--- src/rtl/cp_gen_pkg.sv ---
// Shared encodings for the cp_gen control-signal generator: opcode constants,
// control-field encodings and the packed control word passed from the
// combinational decoder to the output register.
package cp_gen_pkg;

  // Instruction opcodes (10-bit field)
  localparam logic [9:0] OP_AND_REG = 10'b0100000000;
  localparam logic [9:0] OP_EOR_REG = 10'b0100000001;
  localparam logic [9:0] OP_ORR_REG = 10'b0100001100;
  localparam logic [9:0] OP_ADD_REG = 10'b0000001100;
  localparam logic [9:0] OP_ADD_IMM = 10'b0000001110;
  localparam logic [9:0] OP_SUB_REG = 10'b0000000100;
  localparam logic [9:0] OP_SUB_IMM = 10'b0000000110;
  localparam logic [9:0] OP_LDR_IMM = 10'b0000001101;
  localparam logic [9:0] OP_STR_IMM = 10'b0000001111;
  localparam logic [9:0] OP_B_AL    = 10'b0000011110;
  localparam logic [9:0] OP_BX      = 10'b0000011111;

  // Conditional branches share the upper six bits; the low nibble is the condition
  localparam logic [5:0] OP_BCOND_PFX = 6'b000001;

  // Condition codes (ARM encoding)
  localparam logic [3:0] COND_AL        = 4'b1110;
  localparam logic [3:0] COND_BCOND_MAX = 4'b1101;

  // ALU operations
  localparam logic [3:0] ALU_AND = 4'b0000;
  localparam logic [3:0] ALU_EOR = 4'b0001;
  localparam logic [3:0] ALU_SUB = 4'b0010;
  localparam logic [3:0] ALU_ADD = 4'b0100;
  localparam logic [3:0] ALU_ORR = 4'b1100;

  // Immediate format select (one bit per format, zero means no immediate)
  localparam logic [3:0] IMM_NONE  = 4'b0000;
  localparam logic [3:0] IMM_ALU   = 4'b0001;
  localparam logic [3:0] IMM_MEM   = 4'b0010;
  localparam logic [3:0] IMM_BCOND = 4'b0100;
  localparam logic [3:0] IMM_BUNC  = 4'b1000;

  // Register-use select: [0] Rn read, [1] Rm read, [2] Rd write, [3] Rt store read
  localparam logic [3:0] REG_NONE   = 4'b0000;
  localparam logic [3:0] REG_RN     = 4'b0001;
  localparam logic [3:0] REG_RN_RD  = 4'b0101;
  localparam logic [3:0] REG_3OP    = 4'b0111;
  localparam logic [3:0] REG_STORE  = 4'b1001;

  // Flag write enables, [3]=N [2]=Z [1]=C [0]=V
  localparam logic [3:0] NZCV_NONE  = 4'b0000;
  localparam logic [3:0] NZCV_LOGIC = 4'b1100;
  localparam logic [3:0] NZCV_ARITH = 4'b1111;

  // Complete set of datapath controls produced for one opcode
  typedef struct packed {
    logic [3:0] regsel;
    logic [3:0] immsel;
    logic [3:0] nzcvwrite;
    logic       r_branch;
    logic [3:0] cond;
    logic       memrw;
    logic       memtoreg;
    logic [3:0] aluop;
    logic       alusrc;
    logic       regwrite;
    logic       bsel;
    logic       c_branch;
  } ctrl_t;

  localparam int CTRL_W = $bits(ctrl_t);

  // Control word for a register-writing data-processing instruction
  function automatic ctrl_t ctrl_dp(input logic [3:0] regsel,
                                    input logic [3:0] immsel,
                                    input logic       alusrc,
                                    input logic [3:0] aluop,
                                    input logic [3:0] nzcv);
    ctrl_t c;
    c           = '0;
    c.regsel    = regsel;
    c.immsel    = immsel;
    c.alusrc    = alusrc;
    c.aluop     = aluop;
    c.nzcvwrite = nzcv;
    c.regwrite  = 1'b1;
    return c;
  endfunction

endpackage

--- src/rtl/cp_gen_decode.sv ---
// Purely combinational opcode decoder: maps the 10-bit opcode to a full
// control word. Unrecognised opcodes yield an all-zero word (NOP) so they
// cannot cause register, memory, flag or PC side effects.
module cp_gen_decode
  import cp_gen_pkg::*;
(
  input  logic [9:0] opcode,
  output ctrl_t      ctrl
);

  // Opcode to control-word lookup; everything not set stays zero
  always_comb begin
    ctrl = '0;
    case (opcode)
      OP_AND_REG: ctrl = ctrl_dp(REG_3OP,   IMM_NONE, 1'b0, ALU_AND, NZCV_LOGIC);
      OP_EOR_REG: ctrl = ctrl_dp(REG_3OP,   IMM_NONE, 1'b0, ALU_EOR, NZCV_LOGIC);
      OP_ORR_REG: ctrl = ctrl_dp(REG_3OP,   IMM_NONE, 1'b0, ALU_ORR, NZCV_LOGIC);
      OP_ADD_REG: ctrl = ctrl_dp(REG_3OP,   IMM_NONE, 1'b0, ALU_ADD, NZCV_ARITH);
      OP_ADD_IMM: ctrl = ctrl_dp(REG_RN_RD, IMM_ALU,  1'b1, ALU_ADD, NZCV_ARITH);
      OP_SUB_REG: ctrl = ctrl_dp(REG_3OP,   IMM_NONE, 1'b0, ALU_SUB, NZCV_ARITH);
      OP_SUB_IMM: ctrl = ctrl_dp(REG_RN_RD, IMM_ALU,  1'b1, ALU_SUB, NZCV_ARITH);
      OP_LDR_IMM: begin
        // Load: address = Rn + offset, write-back comes from memory, flags untouched
        ctrl          = ctrl_dp(REG_RN_RD, IMM_MEM, 1'b1, ALU_ADD, NZCV_NONE);
        ctrl.memtoreg = 1'b1;
      end
      OP_STR_IMM: begin
        // Store: address = Rn + offset, Rt supplies data, no register write
        ctrl.regsel = REG_STORE;
        ctrl.immsel = IMM_MEM;
        ctrl.alusrc = 1'b1;
        ctrl.aluop  = ALU_ADD;
        ctrl.memrw  = 1'b1;
      end
      OP_B_AL: begin
        ctrl.immsel   = IMM_BUNC;
        ctrl.c_branch = 1'b1;
        ctrl.cond     = COND_AL;
      end
      OP_BX: begin
        // Register branch: target comes from Rn, always taken
        ctrl.regsel   = REG_RN;
        ctrl.r_branch = 1'b1;
        ctrl.bsel     = 1'b1;
        ctrl.cond     = COND_AL;
      end
      default: begin
        // Conditional branch family: condition nibble passed straight through.
        // Nibbles 1110/1111 are B.AL and BX, already matched above.
        if ((opcode[9:4] == OP_BCOND_PFX) && (opcode[3:0] <= COND_BCOND_MAX)) begin
          ctrl.immsel   = IMM_BCOND;
          ctrl.c_branch = 1'b1;
          ctrl.cond     = opcode[3:0];
        end else begin
          ctrl = '0;
        end
      end
    endcase
  end

endmodule

--- src/rtl/cp_gen.sv ---
// Main control-signal generator. Decodes OPCODE combinationally and registers
// the whole control word in one flop bank, so every output changes together
// one clock after the opcode and never mixes fields from two instructions.
module cp_gen
  import cp_gen_pkg::*;
(
  input  logic       CLK,
  input  logic       RST,
  input  logic [9:0] OPCODE,
  output logic [3:0] REGSEL,
  output logic [3:0] IMMSEL,
  output logic [3:0] NZCVWRITE,
  output logic       R_BRANCH,
  output logic [3:0] COND,
  output logic       MEMRW,
  output logic       MEMTOREG,
  output logic [3:0] ALUOP,
  output logic       ALUSRC,
  output logic       REGWRITE,
  output logic       BSEL,
  output logic       C_BRANCH
);

  ctrl_t dec_ctrl;
  ctrl_t ctrl_d;
  ctrl_t ctrl_q;

  cp_gen_decode u_decode (
    .opcode (OPCODE),
    .ctrl   (dec_ctrl)
  );

  // Next value of the output register is simply the current decode
  always_comb begin
    ctrl_d = dec_ctrl;
  end

  // Output register; reset clears every control to the safe all-zero state at once
  always_ff @(posedge CLK or posedge RST) begin
    if (RST) begin
      ctrl_q <= '0;
    end else begin
      ctrl_q <= ctrl_d;
    end
  end

  assign REGSEL    = ctrl_q.regsel;
  assign IMMSEL    = ctrl_q.immsel;
  assign NZCVWRITE = ctrl_q.nzcvwrite;
  assign R_BRANCH  = ctrl_q.r_branch;
  assign COND      = ctrl_q.cond;
  assign MEMRW     = ctrl_q.memrw;
  assign MEMTOREG  = ctrl_q.memtoreg;
  assign ALUOP     = ctrl_q.aluop;
  assign ALUSRC    = ctrl_q.alusrc;
  assign REGWRITE  = ctrl_q.regwrite;
  assign BSEL      = ctrl_q.bsel;
  assign C_BRANCH  = ctrl_q.c_branch;

endmodule

--- config.mk ---
export PLATFORM = sky130hd
export DESIGN_NAME = cp_gen
export DESIGN_NICKNAME = d
export VERILOG_FILES = /design/src/rtl/cp_gen_pkg.sv /design/src/rtl/cp_gen_decode.sv /design/src/rtl/cp_gen.sv
export SDC_FILE = /design/constraint.sdc
export NUM_CORES = 1
export LEC_CHECK = 0
export ABC_AREA = 1
export CAP_MARGIN = 20
export CELL_PAD_IN_SITES_DETAIL_PLACEMENT = 0
export CELL_PAD_IN_SITES_GLOBAL_PLACEMENT = 2
export CORE_MARGIN = 3
export CORE_UTILIZATION = 26
export DETAILED_ROUTE_END_ITERATION = 10
export PLACE_DENSITY = 0.9
export SYNTH_ARGS = -nofsm -noshare
export SYNTH_HDL_FRONTEND = slang
export SYNTH_SLANG_ARGS = --single-unit
--- constraint.sdc ---
create_clock -name CLK -period 1 [get_ports CLK]
set_clock_uncertainty 0.05 [all_clocks]
set_input_delay 0.15 -clock CLK [delete_from_list [all_inputs] [get_ports CLK]]
set_output_delay 0.15 -clock CLK [all_outputs]
set_load 0.01 [all_outputs]
### After elaboration in Yosys (flattened, before gate mapping)

Cells that the tools add are included.

* add/sub/neg operators: 0
* $mul: 0
* div/mod/pow operators: 0
* magnitude comparators: 1
* equality and inequality tests: 12
* shift operators: 0
* muxes and demuxes: 13
* bitwise gates (word level): 0
* reduce and logical (&&, ||, !) cells: 13

Operator list (number)
* $eq 10x4->1 const B: 4
* $pmux 4 s4: 2
* $eq 10x9->1 const B: 3
* $pmux 5 s6: 1
* $eq 10x3->1 const B: 2
* $eq 10x5->1 const B: 2
* $pmux 4 s2: 2
* $reduce_or 10->1: 1
* $reduce_or 3->1: 3
* $reduce_or 9->1: 1
* $reduce_or 8->1: 1
* $eq 6x1->1 const B: 1
* $reduce_or 2->1: 3
* $reduce_or 6->1: 1
* $mux 1: 5
* $reduce_or 5->1: 1
* $le 4x4->1 const B: 1
* $mux 4: 1
* $reduce_or 4->1: 1
* $mux 3: 1
* $pmux 1 s2: 1
* $logic_and 1x1->1: 1

* register bits: 26
* bits in latches: 0
* RAM bits: 0
* memory bits (read-only): 0
* input port bits: 12
* output and inout port bits: 27
* word-level logic and storage cells: 50
* memories kept: 0

### Longest topological paths before layout

* depth in word-level cells: 4
* gate-level depth with buffers: 7
* depth with buffers taken out: 7

### Cells and area by module

A second synthesis with hierarchy kept.

* cell total of the unflattened synthesis: 90
* area total of the unflattened synthesis: 962.2 µm²

By module, submodules not included
* cp_gen: instances 1, cells each 28, area an instance 679.4 µm², sequential area each 675.6 µm²
* cp_gen_decode: instances 1, cells each 62, area an instance 282.8 µm², sequential area each 0.0 µm²

### Least setup slack after synthesis

OpenSTA, ideal clock, no wires.

* path type: in2reg
* start point: input OPCODE[5]
* end point: register ctrl_q, in the netlist REGSEL[0]
* library setup time: 69 ps
* arrival: 802 ps
* path slack: 79 ps
* cell stages on the path: 7
* path buffers: 0
* cells stage by stage: nor2_1 -> nand2_1 -> nor2_2 -> nand2_1 -> nor2_1 -> nor2_2 -> nand3_1

RTL lines
* start: declaration: line cp_gen.sv:9 `input logic [9:0] OPCODE,`
* end signal: assignment: line cp_gen.sv:43 `ctrl_q <= ctrl_d;`
* end: declaration: line cp_gen.sv:26 `ctrl_t ctrl_q;`

### Worst setup path in the final report

* start point: register ctrl_q, in the netlist NZCVWRITE[2]
* end point: output NZCVWRITE[2]

RTL lines
* end: declaration: line cp_gen.sv:12 `output logic [3:0] NZCVWRITE,`

No word-level cell between the ends.

==> metrics.md <==
| Metric | Value |
|---|---|
| Result of the run | `completed` |
| Count of hold buffers inserted by post-cts repair | `0` |
| Core occupancy in the finished layout | `44.48%` |
| Post-synthesis net count | `117` |
| Share of post-route cells with drive strength above 1 | `56.10%` |
| Final setup vio count | `0` |
| Sequential-to-total area share from yosys stat | `58.82%` |
| Die width | `67.35 µm` |
| Warning count from the yosys run | `0` |
| Clk buf depth | `2` |
| Number of violations reported at the end of detailed-routing iteration 0 | `43` |
| Final standard cell area without fillers | `1543 µm²` |
| IR drop worst, VDD | `592.6 µV` |
| Share of total power consumed by net switching | `23.33%` |
| Total power of the final layout | `1.684 mW` |
| Total leakage power | `0.9748 nW` |
| Area Overhead vs Synth | `57.67%` |
| Average cell area after synthesis | `9.318 µm²` |
| Largest net degree at the start of global routing | `24` |
| Count of clock tree sinks | `23` |
| Category of cells accounting for the largest share of critical-path delay | `flip-flops` |
| Highest clock frequency the design can meet | `1.004 GHz` |
| GRT Overall Usage | `10.22%` |
| Worst Hold Launch | `OPCODE[0]` |
| Final critical-path share of the clock period | `99.61%` |
| Worst Setup Path Type | `flip-flop to primary output` |
| Cell-internal power | `1.291 mW` |
| Aggregate global routing overflow | `0` |
| Startpoint kind of the worst setup timing path | `flip-flop` |
| Boundary Pins | `39` |
| Class of the worst hold path | `input port to flip-flop` |
| EDFF count, synth | `0` |
| Most numerous cell in the Yosys netlist | `sky130_fd_sc_hd__dfrtp_1` |
| Cell taking the most area after synthesis | `sky130_fd_sc_hd__dfrtp_1` |
| Destination of the worst hold path | `C_BRANCH` |
| Die Ht | `67.35 µm` |
| CP required | `0.80 ns` |
| Final Hold Slack | `0.1208 ns` |
| Routability cong. | `0.8902` |
| Vias in the first global route | `848` |
| Number of placed instances, taps included | `204` |
| Minimum clock period after layout | `0.9961 ns` |
| Mapped Area | `978.4 µm²` |
| Number of max-cap violations | `0` |
| Final instance count without filler cells | `210` |
| Slew at the pin closest to its max-slew limit | `0.2476 ns` |
| Setup repair after global routing missed its margin | `true` |
| Slowest stage delay, CP | `0.39 ns` |
| Aggregate routed wire length | `2285 µm` |
| Final number of max-transition violations | `0` |
| Floorplan die area | `4535 µm²` |
| Clock tree from TritonCTS | `done` |
| Pre-CTS worst setup slack | `-0.6514 ns` |
| Initial standard-cell utilization of the core | `28.21%` |
| Number of diodes added for antenna fixing | `0` |
| Post-Syn Instances | `105` |
| Net count of the finished layout | `177` |
| Top cell type's share of synthesized area | `58.82%` |
| Max stage delay cell, worst path | `sky130_fd_sc_hd__dfrtp_1` |
| Switching power | `0.3929 mW` |
| Fraction of registers with async set/reset | `100.0%` |
| Combinational share of power | `11.2%` |
| Average vias per placed instance | `4.148` |
| Ranking of synthesized cells by instance count | `sky130_fd_sc_hd__dfrtp_1 (23), sky130_fd_sc_hd__inv_1 (19), sky130_fd_sc_hd__nor2_1 (17), sky130_fd_sc_hd__nand3_1 (12), sky130_fd_sc_hd__nand2_1 (11)` |
| Post-synth cell types | `19` |
| Final Hold Violating Endpoints | `0` |
| Endpoint class of the critical path | `primary output` |
| Leading cell types by total area after synthesis | `sky130_fd_sc_hd__dfrtp_1 (59%), sky130_fd_sc_hd__inv_1 (7.3%), sky130_fd_sc_hd__nor2_1 (6.5%)` |
| Register clock-pin slew on the reported worst setup and hold paths | `0.08 ns` |
| Worst-path fanout max | `2` |
| Power share of the sequential group | `55.5%` |
| Worst slew margin relative to its limit | `83.34%` |
| Number of synthesized register bits | `23` |
| Number of levels the H-tree was split into | `1` |
| Cell row count | `21` |
| Buffers on Ports | `38` |
| Clk Tree Root Cell | `sky130_fd_sc_hd__clkbuf_8` |
| Routed length per instance | `10.88 µm` |
| Number of cells traversed by the worst hold path | `2` |
| Final-layout setup total negative slack | `0 ns` |
| Count of vias placed by the detailed router | `871` |
| Signal arrival time at the worst endpoint | `0.80 ns` |
| Drt drc | `0` |
| Most instantiated flip-flop cell in the synthesis netlist | `sky130_fd_sc_hd__dfrtp_1` |
| DRT Pass-1 Iters | `4` |
| Series of cell instances along the critical path | `buf_2` |
| Placed inst area | `1541 µm²` |
| Area of the placeable core | `3468 µm²` |
| Number of antenna violations at the first check in global routing | `0` |
| Crit path setup slack, layout | `0.003880 ns` |
| Critical path startpoint | `NZCVWRITE[2]` |
| Power Density | `1092 nW/µm²` |
| Buffers plus inverters on the worst setup path | `1` |
| Total clock buffers created by CTS | `3` |
| Wire length of the first global-routing pass | `3581 µm` |
| Routed Antenna Nets | `0` |
| HPWL Detailed | `1752 µm` |
| Clock share of power | `33.3%` |
[flip-flops by register name, summed over array words and instances (netlist names)]
name       flops
C_BRANCH       1
BSEL           1
IMMSEL         4
REGWRITE       1
COND           4
MEMRW          1
NZCVWRITE      2
MEMTOREG       1
ALUSRC         1
REGSEL         3
ALUOP          4
[cells by family after synthesis]
kind of cell	synth area share [%]
simple gates	27.62
buf+inv	10.74
flops	58.82
compound gates	2.813
[layer usage]
layer	track usage, %	share of wire (%)	vias up
met3	1.165	7.4	8
met1	11.61	39	385
met5	0	0	-
met2	18.40	50	39
met4	5.823	3.9	0
li1	-	-	439
[cells in the final DEF (no fill, tap or decap), drive strengths merged]
cell type	count
clkbuf	9
nor4	1
o21ai	1
nand2	13
clkinv	1
a21oi	3
clkdlybuf4s15	4
nor3	3
nand4	2
clkdlybuf4s50	1
dfrtp	23
inv	20
nand3b	1
buf	48
nand3	12
nor2	22
[worst max path at each step]
| stage | end | slack [ns] | cells past startpoint |
|---|---|---|---|
| final | NZCVWRITE[2] | 0.004 | 1 |
| after global routing | NZCVWRITE[2] | -0.05 | 8 |
| after CTS | NZCVWRITE[2] | -0.003 | 1 |
| after detailed placement | REGSEL[2] | -0.65 | 8 |
| after global placement | REGSEL[0] | -0.64 | 8 |
| after floorplan | REGSEL[0] | 0.08 | 7 |
[repair_timing]
item                       4_1_cts  5_1_grt
pin swaps                       11       11
resized for setup              137       28
gates cloned                     0        0
buffers inserted                 1        1
setup endpoints to repair       50       27
[final cells by class]
| class | count | area, µm² |
|---|---|---|
| Timing Repair Buffer | 59 | 387.9 |
| Fill cell | 359 | 1926 |
| Clock inverter | 1 | 5.005 |
| Inverter | 20 | 75.07 |
| Multi-Input combinational cell | 58 | 400.4 |
| Clock buffer | 3 | 41.29 |
| Tap cell | 46 | 57.56 |
| Sequential cell | 23 | 575.6 |
[power groups by stage]
stage	registers, mW	clock network, mW	logic (mW)
finish	0.934	0.561	0.189
floorplan	0.955	0	0.0609
CTS	0.934	0.570	0.180
global route	0.934	0.603	0.210
global placement	0.953	0	0.185
detailed placement	0.953	0	0.186
Power figures use the tool's default switching activity.
